File: config.mk
export PLATFORM = sky130hd
export DESIGN_NAME = vram_blitter
export DESIGN_NICKNAME = d
export VERILOG_FILES = /design/src/rtl/vram_blitter.sv
export SDC_FILE = /design/constraint.sdc
export NUM_CORES = 1
export LEC_CHECK = 0
export CORE_MARGIN = 3
export CORE_UTILIZATION = 45
export CTS_BUF_LIST = sky130_fd_sc_hd__clkbuf_4
export CTS_CLUSTER_SIZE = 8
export DETAILED_ROUTE_END_ITERATION = 8
export PLACE_DENSITY = 0.74
export SYNTH_ARGS = -nofsm -noshare
export SYNTH_HDL_FRONTEND = slang
export SYNTH_SLANG_ARGS = --single-unit
File: constraint.sdc
create_clock -name clk -period 4.34 [get_ports clk]
set_clock_uncertainty 0.1 [all_clocks]
set_input_delay 0.868 -clock clk [delete_from_list [all_inputs] [get_ports clk]]
set_output_delay 0.868 -clock clk [all_outputs]
set_load 0.005 [all_outputs]
File: src/rtl/vram_blitter.sv
// Port-mapped video RAM fill/copy engine: the CPU programs an 8-byte register
// window, then this block drives the video RAM CPU-side port until the run completes.
module vram_blitter #(
    parameter logic [15:0] BASE_PORT = 16'h0040,
    parameter int          ADDR_W    = 15
) (
    input  logic              clk,
    input  logic              reset,
    input  logic [15:0]       port_add,
    input  logic [7:0]        port_data_in,
    input  logic              port_we,
    output logic [7:0]        port_data_out,
    output logic [ADDR_W-1:0] vram_add,
    output logic [7:0]        vram_out,
    input  logic [7:0]        vram_in,
    output logic              vram_we,
    output logic              busy,
    output logic              done
);

    typedef enum logic [1:0] {IDLE, FILL, CP_RD, CP_WR} state_t;

    state_t state, state_n;

    logic [14:0]       dst_reg, src_reg, len_reg;
    logic [7:0]        fill_reg;
    logic              we_q;
    logic              done_flag, done_flag_n, done_n;
    logic [ADDR_W-1:0] dst_w, dst_n, src_w, src_n;
    logic [14:0]       len_w, len_n;

    logic [15:0] off;
    logic        in_win, wr_edge, cfg_wr, ctrl_wr, start, abort;

    // Offset arithmetic keeps the window check correct for any BASE_PORT alignment.
    assign off     = port_add - BASE_PORT;
    assign in_win  = (off[15:3] == '0);
    assign wr_edge = port_we & ~we_q & in_win;
    assign cfg_wr  = wr_edge & ~busy & (off[2:0] != 3'd5);
    assign ctrl_wr = wr_edge & (off[2:0] == 3'd5);
    assign start   = ctrl_wr & port_data_in[0] & ~port_data_in[7] & ~busy;
    assign abort   = ctrl_wr & port_data_in[7] & busy;
    assign busy    = (state != IDLE);

    // NOTE: clocked state uses non-blocking assignments so every flop samples
    // pre-edge values regardless of process evaluation order.
    always_ff @(posedge clk) begin
        if (reset) begin
            dst_reg  <= '0;
            src_reg  <= '0;
            len_reg  <= '0;
            fill_reg <= '0;
            we_q     <= 1'b0;
        end else begin
            we_q <= port_we;
            if (cfg_wr) begin
                case (off[2:0])
                    3'd0:    dst_reg[7:0]  <= port_data_in;
                    3'd1:    dst_reg[14:8] <= port_data_in[6:0];
                    3'd2:    len_reg[7:0]  <= port_data_in;
                    3'd3:    len_reg[14:8] <= port_data_in[6:0];
                    3'd4:    fill_reg      <= port_data_in;
                    3'd6:    src_reg[7:0]  <= port_data_in;
                    3'd7:    src_reg[14:8] <= port_data_in[6:0];
                    default: ;
                endcase
            end
        end
    end

    always_comb begin
        port_data_out = 8'h00;
        if (in_win) begin
            case (off[2:0])
                3'd0:    port_data_out = dst_reg[7:0];
                3'd1:    port_data_out = {1'b0, dst_reg[14:8]};
                3'd2:    port_data_out = len_reg[7:0];
                3'd3:    port_data_out = {1'b0, len_reg[14:8]};
                3'd4:    port_data_out = fill_reg;
                3'd5:    port_data_out = {6'b0, done_flag, busy};
                3'd6:    port_data_out = src_reg[7:0];
                default: port_data_out = {1'b0, src_reg[14:8]};
            endcase
        end
    end

    always_ff @(posedge clk) begin
        if (reset) begin
            state     <= IDLE;
            dst_w     <= '0;
            src_w     <= '0;
            len_w     <= '0;
            done      <= 1'b0;
            done_flag <= 1'b0;
        end else begin
            state     <= state_n;
            dst_w     <= dst_n;
            src_w     <= src_n;
            len_w     <= len_n;
            done      <= done_n;
            done_flag <= done_flag_n;
        end
    end

    // NOTE: every output of this block gets a default first, so no path can
    // leave a signal unassigned and infer a latch.
    always_comb begin
        state_n     = state;
        dst_n       = dst_w;
        src_n       = src_w;
        len_n       = len_w;
        done_n      = 1'b0;
        done_flag_n = done_flag;
        vram_we     = 1'b0;
        vram_add    = '0;
        vram_out    = 8'h00;

        case (state)
            IDLE: begin
                if (start) begin
                    done_flag_n = 1'b0;
                    dst_n       = dst_reg[ADDR_W-1:0];
                    src_n       = src_reg[ADDR_W-1:0];
                    len_n       = len_reg;
                    if (len_reg == '0) begin
                        done_n      = 1'b1;
                        done_flag_n = 1'b1;
                    end else begin
                        state_n = port_data_in[1] ? CP_RD : FILL;
                    end
                end
            end
            FILL: begin
                vram_we  = 1'b1;
                vram_add = dst_w;
                vram_out = fill_reg;
                dst_n    = dst_w + ADDR_W'(1);
                len_n    = len_w - 15'd1;
                if (len_w == 15'd1) begin
                    state_n     = IDLE;
                    done_n      = 1'b1;
                    done_flag_n = 1'b1;
                end
            end
            CP_RD: begin
                vram_add = src_w;
                state_n  = CP_WR;
            end
            default: begin
                // vram_in now holds the byte addressed during the preceding CP_RD cycle.
                vram_we  = 1'b1;
                vram_add = dst_w;
                vram_out = vram_in;
                src_n    = src_w + ADDR_W'(1);
                dst_n    = dst_w + ADDR_W'(1);
                len_n    = len_w - 15'd1;
                if (len_w == 15'd1) begin
                    state_n     = IDLE;
                    done_n      = 1'b1;
                    done_flag_n = 1'b1;
                end else begin
                    state_n = CP_RD;
                end
            end
        endcase

        // The write issued in the abort cycle still lands; nothing follows it.
        if (abort) begin
            state_n     = IDLE;
            done_n      = 1'b0;
            done_flag_n = done_flag;
        end
    end

endmodule

-- After elaboration in Yosys (flattened, before gate mapping)
Index checks and enable logic that the tools add are counted.
- flip-flop bits (word level): 103
- bits in latches: 0
- memory bits (writable): 0
- memory bits (read-only): 0
- bits of input ports: 35
- output and inout port bits: 34
- word-level logic and storage cells: 92
- memories: 0
- add/sub/neg operators: 4
- $mul: 0
- divide/modulo/power cells: 0
- magnitude comparators: 0
- equal/unequal tests: 14
- shift-type cells: 0
- multiplexer cells: 24
- bitwise logic cells: 16
- reduce and logical (&&, ||, !) cells: 20
- operators by type and width (cell ; number):
    $pmux W15 S2 ; 4
    $pmux W8 S7 ; 1
    $mux W15 ; 3
    $add A15 B1 Y15 const B ; 2
    $reduce_and A2 Y1 ; 9
    $pmux W8 S2 ; 1
    $sub A16 B7 Y16 const B ; 1
    $eq A15 B1 Y1 const B ; 1
    $logic_not A15 Y1 ; 1
    $sub A15 B1 Y15 const B ; 1
    $logic_not A13 Y1 ; 1
    $eq A3 B3 Y1 const B ; 4
    $and A1 B1 Y1 ; 10
    $mux W2 ; 5
    $mux W8 ; 1
    $eq A3 B2 Y1 const B ; 2
    $mux W1 ; 6
    $ne A2 B2 Y1 const B ; 3
    $not A1 Y1 ; 6
    $pmux W2 S3 ; 1
    $reduce_or A2 Y1 ; 3
    $pmux W1 S2 ; 2
    $reduce_and A4 Y1 ; 1
    $reduce_bool A2 Y1 ; 2
    other kinds (7) ; 7

-- Longest topological paths before layout
- word-level depth: 9
- gate-level depth with buffers: 9
- depth with buffers taken out: 7

-- Least setup slack after synthesis
Ideal clock, no wire load.
- path type: in2out
- start point: input port_add[5]
- end point: output port_data_out[0]
- arrival time: 2.390 ns
- data required time: 3.372 ns
- slack: 0.982 ns
- cell stages on the path: 6
- cells stage by stage: or4_4 -> or2_1 -> buf_4 -> nand2b_1 -> clkbuf_1 -> nor3_1
- cells in the longest elaborated chain, start to end: 3
- RTL lines (what ; RTL line ; RTL):
    start, declared ; 9 ; input logic [15:0] port_add,
    $sub A16 B7 Y16 ; 36 ; assign off = port_add - BASE_PORT;
    $logic_not A13 Y1 ; 37 ; assign in_win = (off[15:3] == '0);
    $mux W8 ; 73 ; if (in_win) begin
    end, declared ; 12 ; output logic [7:0] port_data_out,
Every way passes these cells.

-- Worst setup path in the final report
- start point: input port_add[5]
- end point: output port_data_out[2]
Same word-level chain as after synthesis.

==> reports/metrics.csv <==
stage;metric;value;unit
outcome;status;completed;
global_routing;global-route wire length before repair;30.4;mm
clocking;TritonCTS clock tree;yes;
yosys;post-synthesis adder-cell area fraction;1.79;%
timing;Hold Fails Final Rpt;0;
route;Pre-antenna DRT Iters;6;
yosys;Post-Synth Simple-Gate Area;26.1;%
final_layout;diode count;0;
yosys;Post-synth ARST share;0;%
yosys;predominant post-synthesis flop cell;dfxtp_1;
route;Remaining DRCs;0;
route;wire per inst;19.3;µm
timing;RSZ-0062 raised after global routing;no;
setup_path;CP Max Fanout;8;
yosys;Post-Syn Nets;838;
yosys;Unique masters post-synth;67;
global_routing;M2 GR Usage;36.2;%
yosys;Synth area leaders;dfxtp_1 33%, mux2i_1 10%, nor2_1 5.6%;
die;Die ar.;0.0155;mm²
clocking;clk slew on worst S/H paths;0.17;ns
clocking;Clock Latency Late Sink;0.50;ns
final_layout;share of layout cells above drive strength 1;7.93;%
setup_path;CP max-delay cell;or4_4;
timing;Max Fclk;240;MHz
clocking;CTS Buf Count;9;
power;leakage power;0.00234;µW
die;core area;0.0135;mm²
placement;DPL Wire Length;13.7;mm
global_routing;largest net degree at the start of global routing;93;
yosys;Avg Cell Area, Syn;7.94;µm²
final_layout;Area Overhead vs Synth;14.4;%
timing;Least-Margin Pin Slew;1.04;ns
placement;IO Port Bufs;68;
clocking;Post-CTS Setup Inserts;0;
yosys;mux cell area share after synthesis;11.1;%
setup_path;CP Data Required Time;3.37;ns
yosys;number of flops mapped to enable cells by yosys;0;
route;via count;6425;
die;Die H;124;µm
timing;final setup vio count;0;
placement;RD Place Congestion;0.955;
global_routing;initial antenna violation count;0;
yosys;Seq/Total Area, Yosys;32.7;%
die;die width;124;µm
yosys;Mapped Cells;794;
power;Pwr Density;213;mW/mm²
final_layout;Reg area;0.00206;mm²
worst_hold_path;Hold WC Path Type;reg2reg;
setup_path;crit path capture type;primary output;
yosys;largest family of logic cells by synthesized area;simple AND/OR/NAND/NOR gates;
setup_path;Most common cell on crit path;clkdlybuf4s50_1;
final_layout;Final Net Count;871;
clocking;Post-CTS Hold Fix Bufs;0;
clocking;post-CTS sizing;0;
setup_path;CP arrival;3.20;ns
route;Iter 0 DRT Violations;791;
global_routing;met3 Use GR;3.13;%
setup_path;cell breakdown of the critical path;clkdlybuf4s50_1 -> or4_4 -> or2_1 -> nand2b_1 -> nor3_1 -> clkdlybuf4s50_1;
timing;Setup Total Neg Slack;0;ns
power;Max IR drop VDD;129;µV
route;Antenna Nets Post-Route;0;
setup_path;kind of critical path;in2out;
clocking;clk buf depth;2;
timing;tightest hold margin;0.391;ns
timing;Max Slew Vio Count;0;
global_routing;met1 Track Usage GR;35.6;%
timing;Final Cycle Share;96.0;%
setup_path;CP Launch Type;input port;
timing;relative slew slack;30.6;%
global_routing;GRT overflow;0;
yosys;Synth Warn #;0;
die;Initial Utilization;46.9;%
setup_path;CP bufs+invs;2;
yosys;complex-gate fraction of the synthesized area;22.8;%
clocking;H-tree levels;3;
global_routing;busiest grt layer;met2;
yosys;area leader, netlist;dfxtp_1;
setup_path;delay-heaviest family, CP;simple AND/OR/NAND/NOR gates;
timing;Final min period;4.17;ns
clocking;TritonCTS Sinks;103;
final_layout;Layout Cells excl Fill;1008;
global_routing;Total Routing Usage GR;24.0;%
yosys;Synth top area share;32.7;%
final_layout;Multi-input gate area;0.00392;mm²
die;I/O pin total;69;
final_layout;Fillers;1319;
die;Core Rows;42;
route;total routed wirelength;19.5;mm
yosys;Synth Cell Area;0.00630;mm²
job;maxcap violations;0;
clocking;root buf cell;clkbuf_4;
global_routing;vias in the first global route;5466;
yosys;Synth Register Bits;103;
placement;Placed Cells;992;
yosys;post-synthesis xor/xnor area fraction;0.139;%
setup_path;Worst path max stage delay;0.57;ns
route;routed vias/inst;6.37;
[routing by layer]
layer	up-vias	part of all wire [%]
li1	3029	-
met5	-	0
met4	0	1.9
met3	35	8.8
met2	358	44
met1	3003	45
[cell type report]
cell class | instances | area share, %
clock inverter | 6 | 0.607
inverter | 17 | 0.885
timing repair buffer | 88 | 11.5
tap | 176 | 3.05
multi-input combinational | 608 | 54.4
clock buffer | 10 | 1.04
sequential | 103 | 28.6
[worst register-to-register path: cells and delay by family, from the launching register on]
| kind | cells | cell delay (ns) |
|---|---|---|
| compound gates | 3 | 0.73 |
| flops | 1 | 0.39 |
| fa+ha+maj | 1 | 0.50 |
| buf+inv | 4 | 0.99 |
[path summary, 6_finish.rpt]
path / startpoint / end / slack, ns / cells past startpoint
worst max-delay path: port_add[5] / port_data_out[2] / 0.17 / 6
worst min-delay path: len_w[13] / len_w[13] / 0.39 / 2
worst max register to register: state[1] / dst_w[7] / 1.56 / 8
worst min register to register: len_w[13] / len_w[13] / 0.39 / 2
[report_power, final]
part	switching [µW]	total [µW]	leakage, µW	internal [µW]
sequential	0.182	947	0.000829	947
clock	352	478	0.0000571	126
combinational	64.2	110	0.00145	45.6
[per-stage QoR]
| step | utilization [%] | power, µW | worst slack [ns] | area [µm²] |
|---|---|---|---|---|
| floorplan | - | 1020 | 0.982 | 6300 |
| global placement | 52.7 | 1080 | 0.202 | 7090 |
| CTS | 53.6 | 1530 | 0.164 | 7210 |
| global route | 53.6 | 1580 | 0.0472 | 7210 |
| detailed placement | 52.7 | 1070 | 0.179 | 7090 |
| finish | 53.6 | 1530 | 0.171 | 7210 |
[logic make-up after synthesis]
family                     count (synthesis)
AOI/OAI and AO/OA                        209
DFF                                      103
xor gates and xnor gates                   1
and+or+nand+nor                          323
buffers and inverters                     83
adders and majority gates                  9
muxes                                     66
[cell usage in the layout, fill, tap and decap left out, types with 16 or more instances in the layout]
master           netlist  final
a21oi_1               41     40
buf_4                  1     20
clkdlybuf4s50_1        0     67
dfxtp_1              103    103
inv_1                 16     16
mux2i_1               63     63
nand2_1               86     86
nand3_1               25     25
nor2_1                94     94
nor3_1                31     31
o21ai_0               48     48
o311ai_0              19     19
o31ai_1               28     28
[synth_stat cells, types with 3 or more instances]
cell and n:
mux2i_1 63, nand4_1 14, and3_1 5, buf_6 3, o21ai_0 48, nand3_1 25, a32oi_1 4, o31ai_1 28
nor3b_1 5, a221oi_1 3, ha_1 9, nor2_1 94, nor3_1 31, clkbuf_1 50, o32ai_1 3, nand2_1 86
a211oi_2 5, a222oi_1 5, a22oi_1 11, o311ai_0 19, o211a_1 3, dfxtp_1 103, and2_1 4, or3_1 4
or4_1 3, a21oi_1 41, o21a_1 3, nor4_1 15, buf_1 10, and4_1 3, a211oi_1 6, nor2b_1 7
mux4_2 3, a31oi_1 15, nor3_4 4, nor4b_1 3, inv_1 16
(Power assumes the default switching activity.)
